[src/rtl/fetch_stage.sv]
`default_nettype none
// ============================================================================
// Module   : fetch_stage
// Purpose  : Instruction-fetch stage feeding ID. Owns the PC, issues
//            multi-cycle requests on a req/ready instruction-memory port,
//            and presents {instruction, PC+step} in a one-entry IF/ID slot
//            backed by a one-entry skid buffer. It honours the ID freeze and
//            the EXE branch redirect.
// Ports    : clk, rst (async, active-low)
//            freeze        - ID hazard stall, holds the output slot
//            branch_taken  - one-cycle redirect pulse from EXE
//            branch_addr   - redirect target
//            imem_req/imem_addr/imem_ready/imem_rdata - memory port
//            inst_valid/instruction/pc_out            - IF/ID slot
// Revision : 1.0 - initial release
// ============================================================================
module fetch_stage #(
    parameter logic [31:0] RESET_PC = 32'h0000_0000,
    parameter logic [31:0] PC_STEP  = 32'd4
) (
    input  logic        clk,
    input  logic        rst,
    input  logic        freeze,
    input  logic        branch_taken,
    input  logic [31:0] branch_addr,
    output logic        imem_req,
    output logic [31:0] imem_addr,
    input  logic        imem_ready,
    input  logic [31:0] imem_rdata,
    output logic        inst_valid,
    output logic [31:0] instruction,
    output logic [31:0] pc_out
);

    // Bit 0 of the encoding is the request line, so imem_req comes
    // straight off a state flop and drops together with the async reset.
    typedef enum logic [1:0] {
        S_IDLE   = 2'b00,
        S_REQ    = 2'b01,
        S_HOLD   = 2'b10,
        S_SQUASH = 2'b11
    } state_t;

    state_t      r_state;
    logic [31:0] r_pc;
    logic [31:0] r_req_addr;
    logic [31:0] r_skid_inst;
    logic [31:0] r_skid_pc;
    logic        r_inst_valid;
    logic [31:0] r_instruction;
    logic [31:0] r_pc_out;

    logic        w_slot_free;
    logic        w_consume;
    logic [31:0] w_pc_next;
    logic [31:0] w_req_next;

    assign w_slot_free = !r_inst_valid || !freeze;
    assign w_consume   = r_inst_valid && !freeze;
    assign w_pc_next   = r_pc + PC_STEP;
    assign w_req_next  = r_req_addr + PC_STEP;

    assign imem_req    = r_state[0];
    assign imem_addr   = r_req_addr;
    assign inst_valid  = r_inst_valid;
    assign instruction = r_instruction;
    assign pc_out      = r_pc_out;

    always_ff @(posedge clk or negedge rst) begin
        if (!rst) begin
            r_state       <= S_IDLE;
            r_pc          <= RESET_PC;
            r_req_addr    <= RESET_PC;
            r_skid_inst   <= 32'd0;
            r_skid_pc     <= 32'd0;
            r_inst_valid  <= 1'b0;
            r_instruction <= 32'd0;
            r_pc_out      <= 32'd0;
        end else begin
            // Slot default: a redirect or a consume empties it. Loads
            // below override this, except when a redirect is present.
            if (branch_taken || w_consume) begin
                r_inst_valid <= 1'b0;
            end

            case (r_state)
                S_IDLE: begin
                    r_state <= S_REQ;
                    if (branch_taken) begin
                        r_pc       <= branch_addr;
                        r_req_addr <= branch_addr;
                    end else begin
                        r_req_addr <= r_pc;
                    end
                end

                // In S_REQ r_pc always equals r_req_addr.
                S_REQ: begin
                    if (imem_ready) begin
                        if (branch_taken) begin
                            r_pc       <= branch_addr;
                            r_req_addr <= branch_addr;
                        end else if (w_slot_free) begin
                            r_instruction <= imem_rdata;
                            r_pc_out      <= w_req_next;
                            r_inst_valid  <= 1'b1;
                            r_pc          <= w_pc_next;
                            r_req_addr    <= w_pc_next;
                        end else begin
                            r_skid_inst <= imem_rdata;
                            r_skid_pc   <= w_req_next;
                            r_pc        <= w_pc_next;
                            r_state     <= S_HOLD;
                        end
                    end else if (branch_taken) begin
                        // The outstanding request cannot be withdrawn; its
                        // response is swallowed in S_SQUASH.
                        r_pc    <= branch_addr;
                        r_state <= S_SQUASH;
                    end
                end

                S_SQUASH: begin
                    if (branch_taken) begin
                        r_pc <= branch_addr;
                    end
                    if (imem_ready) begin
                        r_state    <= S_REQ;
                        r_req_addr <= branch_taken ? branch_addr : r_pc;
                    end
                end

                S_HOLD: begin
                    if (branch_taken) begin
                        r_pc       <= branch_addr;
                        r_req_addr <= branch_addr;
                        r_state    <= S_REQ;
                    end else if (w_consume) begin
                        r_instruction <= r_skid_inst;
                        r_pc_out      <= r_skid_pc;
                        r_inst_valid  <= 1'b1;
                        r_req_addr    <= r_pc;
                        r_state       <= S_REQ;
                    end
                end

                default: begin
                    r_state <= S_IDLE;
                end
            endcase
        end
    end

endmodule
`default_nettype wire

[config.mk]
export PLATFORM = sky130hd
export DESIGN_NAME = fetch_stage
export DESIGN_NICKNAME = d
export VERILOG_FILES = /design/src/rtl/fetch_stage.sv
export SDC_FILE = /design/constraint.sdc
export NUM_CORES = 1
export LEC_CHECK = 0
export ABC_AREA = 1
export CAP_MARGIN = 20
export CORE_MARGIN = 3
export CORE_UTILIZATION = 54
export CTS_CLUSTER_DIAMETER = 40
export DETAILED_ROUTE_END_ITERATION = 12
export PLACE_DENSITY = 0.81
export SETUP_SLACK_MARGIN = 0.4
export SLEW_MARGIN = 20
export SYNTH_ARGS = -nofsm -noshare
export SYNTH_HDL_FRONTEND = slang
export SYNTH_SLANG_ARGS = --single-unit
[constraint.sdc]
create_clock -name clk -period 2.58 [get_ports clk]
set_clock_uncertainty 0.1 [all_clocks]
set_input_delay 0.774 -clock clk [delete_from_list [all_inputs] [get_ports clk]]
set_output_delay 0.774 -clock clk [all_outputs]
set_load 0.02 [all_outputs]
; After elaboration in Yosys (flattened, before gate mapping)
; Cells that the tools add are included.
[word_totals]
reg_bits = 195
word_cells = 76
[classes]
add_sub_neg = 2
n_eq_ne = 14
n_mux = 38
bitwise_logic = 2
n_reduce_logical = 12
[ops]
columns = cell, n
row1 = 32-bit 2-to-1 mux, 19
row2 = 32-bit case mux with 2 select lines, 3
row3 = 32-bit case mux with 4 select lines, 1
row4 = 32-bit by 3-bit adder with 32-bit output (second input constant), 2
row5 = 3-bit != test (second input constant), 5
row6 = 2-bit 2-to-1 mux, 7
row7 = 2-bit != test (second input constant), 6
row8 = 2-bit case mux with 4 select lines, 1
row9 = 4-bit AND reduction, 2
row10 = 1-bit 2-to-1 mux, 6
row11 = 6-bit AND reduction, 1
row12 = 5-bit AND reduction, 1
row13 = 2-bit == test (second input constant), 2
row14 = 3-bit OR reduction, 1
row15 = 2-bit by 1-bit == test with 1-bit output (second input constant), 1
row16 = 1-bit logical NOT, 2
row17 = 2-bit logical NOT, 1
row18 = 1-bit logical OR, 2
row19 = 1-bit inverter, 2
row20 = 1-bit case mux with 2 select lines, 1
row21 = 2-bit nonzero test, 1
row22 = 1-bit logical AND, 1

; Logic depth before layout (Yosys ltp)
; Gate-level depths: netlist (run 1).
[logic_depth]
depth_word = 8
depth_mapped = 13

; Worst setup path before layout (run 1)
; Ideal clock, no wire load.
[synth_timing]
path_type = flip-flop to flip-flop
start = reg r_state[0]
end = reg r_pc_out[10] (netlist: pc_out[10])
setup_time_ns = 0.119
t_arrival_ns = 1.709
required_time_ns = 2.361
path_slack_ns = 0.652
path_stages_with_launch = 12
path_buffers = 3
synth_period_minus_slack_ns = 1.928
path_cell_list = dfrtp_1 -> ha_1 -> buf_4 -> nand2_2 -> inv_4 -> nand3_1 -> o21ai_2 -> nand2_4 -> inv_2 -> buf_6 -> buf_4 -> o21a_1
[synth_between]
elab_chain_len = 3
[synth_rtl]
columns = element, line_no
row1 = from (decl), 44  ; state_t r_state;
row2 = from (signal assigned), 71  ; r_state <= S_IDLE;
row3 = from (signal assigned), 88  ; r_state <= S_REQ;
row4 = from (signal assigned), 113  ; r_state <= S_HOLD;
row5 = 2-bit == test or 2-bit by 1-bit == test with 1-bit output (tied branches), 86  ; case (r_state)
row6 = 2-bit != test (no source line) or 2-bit nonzero test (tied branches), --
row7 = 6-bit AND reduction (no source line), --
row8 = to (signal assigned), 105  ; r_pc_out <= w_req_next;
row9 = to (signal assigned), 140  ; r_pc_out <= r_skid_pc;
row10 = to (decl), 51  ; logic [31:0] r_pc_out;
; Several ways; a longest one is shown, not always the timed one.
; A chain may end at the register's enable or synchronous reset.

; Final worst setup path (run 1)
[layout_timing]
start = reg r_req_addr[13] (netlist: imem_addr[13])
end = out imem_addr[13]
[layout_rtl]
columns = element, line_no
row1 = from (decl), 46  ; logic [31:0] r_req_addr;
row2 = from (signal assigned), 91  ; r_req_addr <= branch_addr;
row3 = from (signal assigned), 93  ; r_req_addr <= r_pc;
row4 = from (signal assigned), 102  ; r_req_addr <= branch_addr;
row5 = to (decl), 27  ; output logic [31:0] imem_addr,
; No word-level cell between the ends.

==> impl_metrics.toml, run 1 <==
[yosys]
synthXorXnorAreaFrac = 0.00856
synth_nets = 1483
synthCells = 1409
async_reset_ff_frac = 1.00
ys_seq_area_frac = 0.477
ys_seq_elements = 195
synth-simple-area-share = 0.317
netlist_area_mm2 = 0.0102
synthFlopType = "dfrtp_1"
synth_top_family_by_area = "simple AND/OR/NAND/NOR gates"
synth_area_per_cell_um2 = 7.26
synth_edf_count = 0
synth_compound_area_frac = 0.122
ys_warn_count = 0
yosys.area_share.adder = 0.00612
synth_mux_area_frac = 0.000979
ys_types = 41

[timing]
grt_setup_unrepaired = "true"
slew_headroom = 0.501
slew_violations = 0
period_minus_slack_ps = 2150
hold_violations = 0
period_share = 0.834
fmax_ghz = 0.465
hold_ws_ps = 176
worst_slew_pin_slew_ps = 743
fin_setup_tns_ps = 0
setup_violations = 0
setup_slack_ps = 428

[clocking]
htree_levels = 4
cts.sinks = 195
post-cts-setup-buffers = 0
clk_latency_ps = 440
cts_root_buf = "clkbuf_16"
hold_buffers = 0
clk_path_buf_depth = 2
numCtsBuffers = 17
cts_resized = 112
cts_tree = "built"
cts.clk_slew.worst_paths_ps = 70

[worst_setup_path]
crit_path_cell_trace = "dlygate4sd2_1"
crit_buf_inv = 1
required_ps = 1710
critical_path_class = "reg -> out"
r2r_slack_ps = 520
critical_path.top_delay_family = "flip-flops"
cp-start-kind = "flip-flop"
arrival_ps = 1280
end_kind = "output pin"
path_max_fanout = 5
startpoint = "imem_addr[13]$_DFFE_PN0P_"
r2r-start = "imem_addr[2]$_DFFE_PN0P_"
crit_path_max_incr_delay_ps = 470
cp_slowest_cell = "dfrtp_1"

[routing]
drtAntennaViolNets = 0
via_count = 10200
drt_first_pass_iters = 5
vias_per_cell = 5.64
finalWirelength_mm = 29.3
avgRoutedWirePerCell_um = 16.3
drt_iter0_markers = 878
drc = 0

[cells_and_area]
final_cell_mix = "530 x nand2_1, 181 x dfrtp_1, 158 x nor2_1"
drive_gt1_frac = 0.0750
areaGrowthSynthToFinish_pct = 24.7
final_common_cell = "nand2_1"
fin_nets = 1634
fin_util = 0.698
diodes = 0

[power_and_ir_drop]
seqPwrFrac = 0.363
switching_share = 0.450
power_frac_clock = 0.179
peakVddDrop_mv = 0.705
total_power_uw = 15400
p_sw_uw = 6950
power_frac_comb = 0.457
power.density_mw_per_mm2 = 1210
cell_internal_pwr_uw = 8490
leakage_uw = 0.00618

[global_routing]
grt_pass1_wl_mm = 47.9
grt_usage = 0.290
grt-ovfl-total = 0
grt_start_max_net_pins = 64
antenna_found_initial = 0
grt_pass1_vias = 9763

[floorplan]
die_h_um = 144
fp.dieW_um = 144
core_mm2 = 0.0183
initial_core_util = 0.560
rows = 49
die-area_mm2 = 0.0206
ios = 167

[flow_run]
cap_violations = 0

[placed_design]
pre_cts_ws_ps = 66.3
gp_congestion = 0.982
port_buffers = 166
dp_hpwl_mm = 20.7

[status]
status = "finished clean"

[min_path]
min_path_type = "in -> async"
[power by group through the flow]
stage          Combinational [uW]  Clock (uW)  Sequential [uW]
2_1_floorplan                3730           0             6190
3_3_place_gp                 7330           0             5600
3_5_place_dp                 7520           0             5620
4_1_cts                      7060        2800             5570
5_1_grt                      7880        2920             5770
6_report                     7060        2770             5610
[cells by family (layout without fill, tap and decap cells)]
logic type      after synthesis  count (layout)
xor+xnor                     10              10
fa+ha+maj                     5               5
buf+inv                     168             332
compound gates              225             225
flops                       195             195
mux                           1               1
simple gates                805             805
[state kept, by name, indices dropped and copies added, names as in the netlist]
name,count
imem_addr,32
instruction,32
pc_out,32
r_pc,32
r_skid_inst,32
r_skid_pc,32
r_state,2
inst_valid,1
[final cells by class]
cell class              count  area (um2)
clock inverters            15         189
multi-input cells        1046        4670
fillers                  1521        5510
well taps                 229         287
clock buffers              17         425
repair buffers            202        1920
inverters                  98         373
flip-flops and latches    195        4900
[metrics by stage]
step / cell area (um2) / cells
after detailed placement: 12300 / 1770
after global routing: 12800 / 1802
final: 12800 / 1802
after floorplan: 10200 / 1409
after global placement: 12300 / 1770
after CTS: 12800 / 1802
[path summary, 6_finish.rpt]
kind                                          endpoint  cells after the start
hold reg to reg            r_skid_inst[23]$_DFFE_PN0P_                      2
max in group asynchronous     imem_addr[9]$_DFFE_PN0P_                      2
hold / removal              instruction[6]$_DFFE_PN0P_                      1
min in group clk           r_skid_inst[23]$_DFFE_PN0P_                      2
setup / recovery                         imem_addr[13]                      1
setup reg to reg                pc_out[12]$_DFFE_PN0P_                      8
[synthesized netlist by cell type, types with 14 or more instances]
cell type,number,share of area
a21oi_1,54,0.026
a31oi_1,57,0.035
buf_2,24,0.012
clkbuf_1,34,0.012
dfrtp_1,195,0.48
inv_1,92,0.034
nand2_1,531,0.19
nand3_1,65,0.032
nor2_1,159,0.058
nor3_1,14,0.0069
o21ai_0,81,0.040
o21ai_1,16,0.0078
[routing by layer]
layer  global-route usage  wire, um
met1                0.377     12000
met3               0.0516      2380
met2                0.484     14000
met5                    0         0
met4                0.119       980
Note: power is estimated with default switching activity, not from simulation.
==> run 2, diff against run 1 <==
clock period = 2 ns   (was 2.58 ns; I/O delays follow)
==> impl_metrics.toml, run 2 (synthesized netlist as in run 1, its figures left out) <==
[timing]
setup_slack_ps = -28.6
period_minus_slack_ps = 2030
hold_ws_ps = 376
worst_slew_pin_slew_ps = 412
grt_setup_unrepaired = "true"
slew_violations = 0
hold_violations = 0
setup_violations = 1
period_share = 1.01
slew_headroom = 0.725
fmax_ghz = 0.493

[clocking]
cts_root_buf = "clkbuf_16"
numCtsBuffers = 17
cts.sinks = 195
cts.clk_slew.worst_paths_ps = 90
clk_latency_ps = 460
htree_levels = 4
cts_tree = "built"
clk_path_buf_depth = 2

[placed_design]
pre_cts_ws_ps = -285
gp_congestion = 0.952
dp_hpwl_mm = 21.3
port_buffers = 166
placed_area_mm2 = 0.0129

[flow_run]
cap_violations = 0

[global_routing]
grt_pass1_vias = 10700
grt_pass1_wl_mm = 53.0
grt_usage = 0.325
grt-ovfl-total = 0
grt_start_max_net_pins = 67
antenna_found_initial = 0

[worst_setup_path]
critical_path.top_delay_family = "simple AND/OR/NAND/NOR gates"
cp_slowest_cell = "dfrtp_2"
crit_path_cell_trace = "buf_4, nand3_1, inv_1, nand2_2, nor2_2, nand2_1, o21ai_1, nand3_1, nand2_1, nand2_1"
required_ps = 2230
path_max_fanout = 5
crit_path_max_incr_delay_ps = 430
end_kind = "flip-flop"
arrival_ps = 2260
critical_path_class = "reg -> reg"
crit_buf_inv = 2
cp-start-kind = "flip-flop"
cp_common_cell = "nand2_1"

[cells_and_area]
fillCellCount = 1011
diodes = 0
final_common_cell = "nand2_1"
multi_input_area_mm2 = 0.00523
fin_nets = 1798
areaGrowthSynthToFinish_pct = 49.4
postLayoutCellArea_mm2 = 0.0153
drive_gt1_frac = 0.275
final_cell_mix = "510 x nand2_1, 175 x dfrtp_1, 149 x buf_4"
regArea_mm2 = 0.00490
fin_util = 0.836

[floorplan]
initial_core_util = 0.560
die_h_um = 144
fp.dieW_um = 144
ios = 167
rows = 49
die-area_mm2 = 0.0206
core_mm2 = 0.0183

[routing]
drtAntennaViolNets = 0
vias_per_cell = 6.11
drt_iter0_markers = 1502
drt_first_pass_iters = 8
finalWirelength_mm = 40.2
via_count = 12000
avgRoutedWirePerCell_um = 20.4
drc = 0

[power_and_ir_drop]
switching_share = 0.452
seqPwrFrac = 0.296
leakage_uw = 0.00731
power_frac_comb = 0.565
p_sw_uw = 11400
cell_internal_pwr_uw = 13800
power.density_mw_per_mm2 = 1640
peakVddDrop_mv = 1.21
power_frac_clock = 0.138

[status]
violations = "setup timing"
status = "finished, violations left"

[min_path]
min_path_type = "reg -> reg"
run 2: stage by stage:
step,power [uW],TNS (ps),instances
floorplan,13000,0,1409
global placement,17500,-27880,1826
detailed placement,17700,-35030,1826
CTS,22600,0,1922
global route,26400,-201,1966
finish,25100,-28.6,1966
run 2: worst min-delay path, stage by stage (launching register included):
cell and delay [ps]:
dfrtp_1 350, nand2_1 50, nand2_1 50
run 2: final cells by class:
cell class | count | area share
Clock buffer | 18 | 0.0281
Clock inverter | 14 | 0.0105
Inverter | 98 | 0.0265
Multi-Input combinational cell | 1046 | 0.342
Sequential cell | 195 | 0.321
Tap cell | 229 | 0.0187
Timing Repair Buffer | 365 | 0.252
Timing Repair inverter | 1 | 0.000327
run 2: worst paths after layout:
path                                                 start                    endpoint  cells past startpoint  slack (ps)
worst min-delay path            r_skid_inst[7]$_DFFE_PN0P_  r_skid_inst[7]$_DFFE_PN0P_                      2         380
worst max register to register    imem_addr[2]$_DFFE_PN0P_      pc_out[21]$_DFFE_PN0P_                     10         -30
max in group asynchronous                              rst   r_skid_pc[20]$_DFFE_PN0P_                      3         610
worst min register to register  r_skid_inst[7]$_DFFE_PN0P_  r_skid_inst[7]$_DFFE_PN0P_                      2         380
worst max-delay path              imem_addr[2]$_DFFE_PN0P_      pc_out[21]$_DFFE_PN0P_                     10         -30
min in group asynchronous                              rst           r_pc[2]$_DFF_PN0_                      2         540
run 2: power by group through the flow:
stage	combinational, uW	sequential [uW]	clock (uW)
CTS	12000	7230	3430
finish	14200	7450	3470
global route	15200	7560	3640
detailed placement	10500	7190	0
floorplan	5000	8030	0
global placement	10300	7160	0
run 2: repair_timing:
item                                    4_1_cts  5_1_grt
pin swaps                                    12       25
endpoints found under the hold margin         8        0
cloned                                        4       15
hold buffers                                  1        0
endpoints found under the setup margin      283      288
setup buffers                                59       29
gates resized for setup                     627      129
run 2: per-layer routing:
| metal | wire, um | GRT usage |
|---|---|---|
| met5 | 0 | 0 |
| met4 | 2440 | 0.136 |
| met3 | 4270 | 0.0612 |
| met2 | 19400 | 0.541 |
| met1 | 14000 | 0.418 |
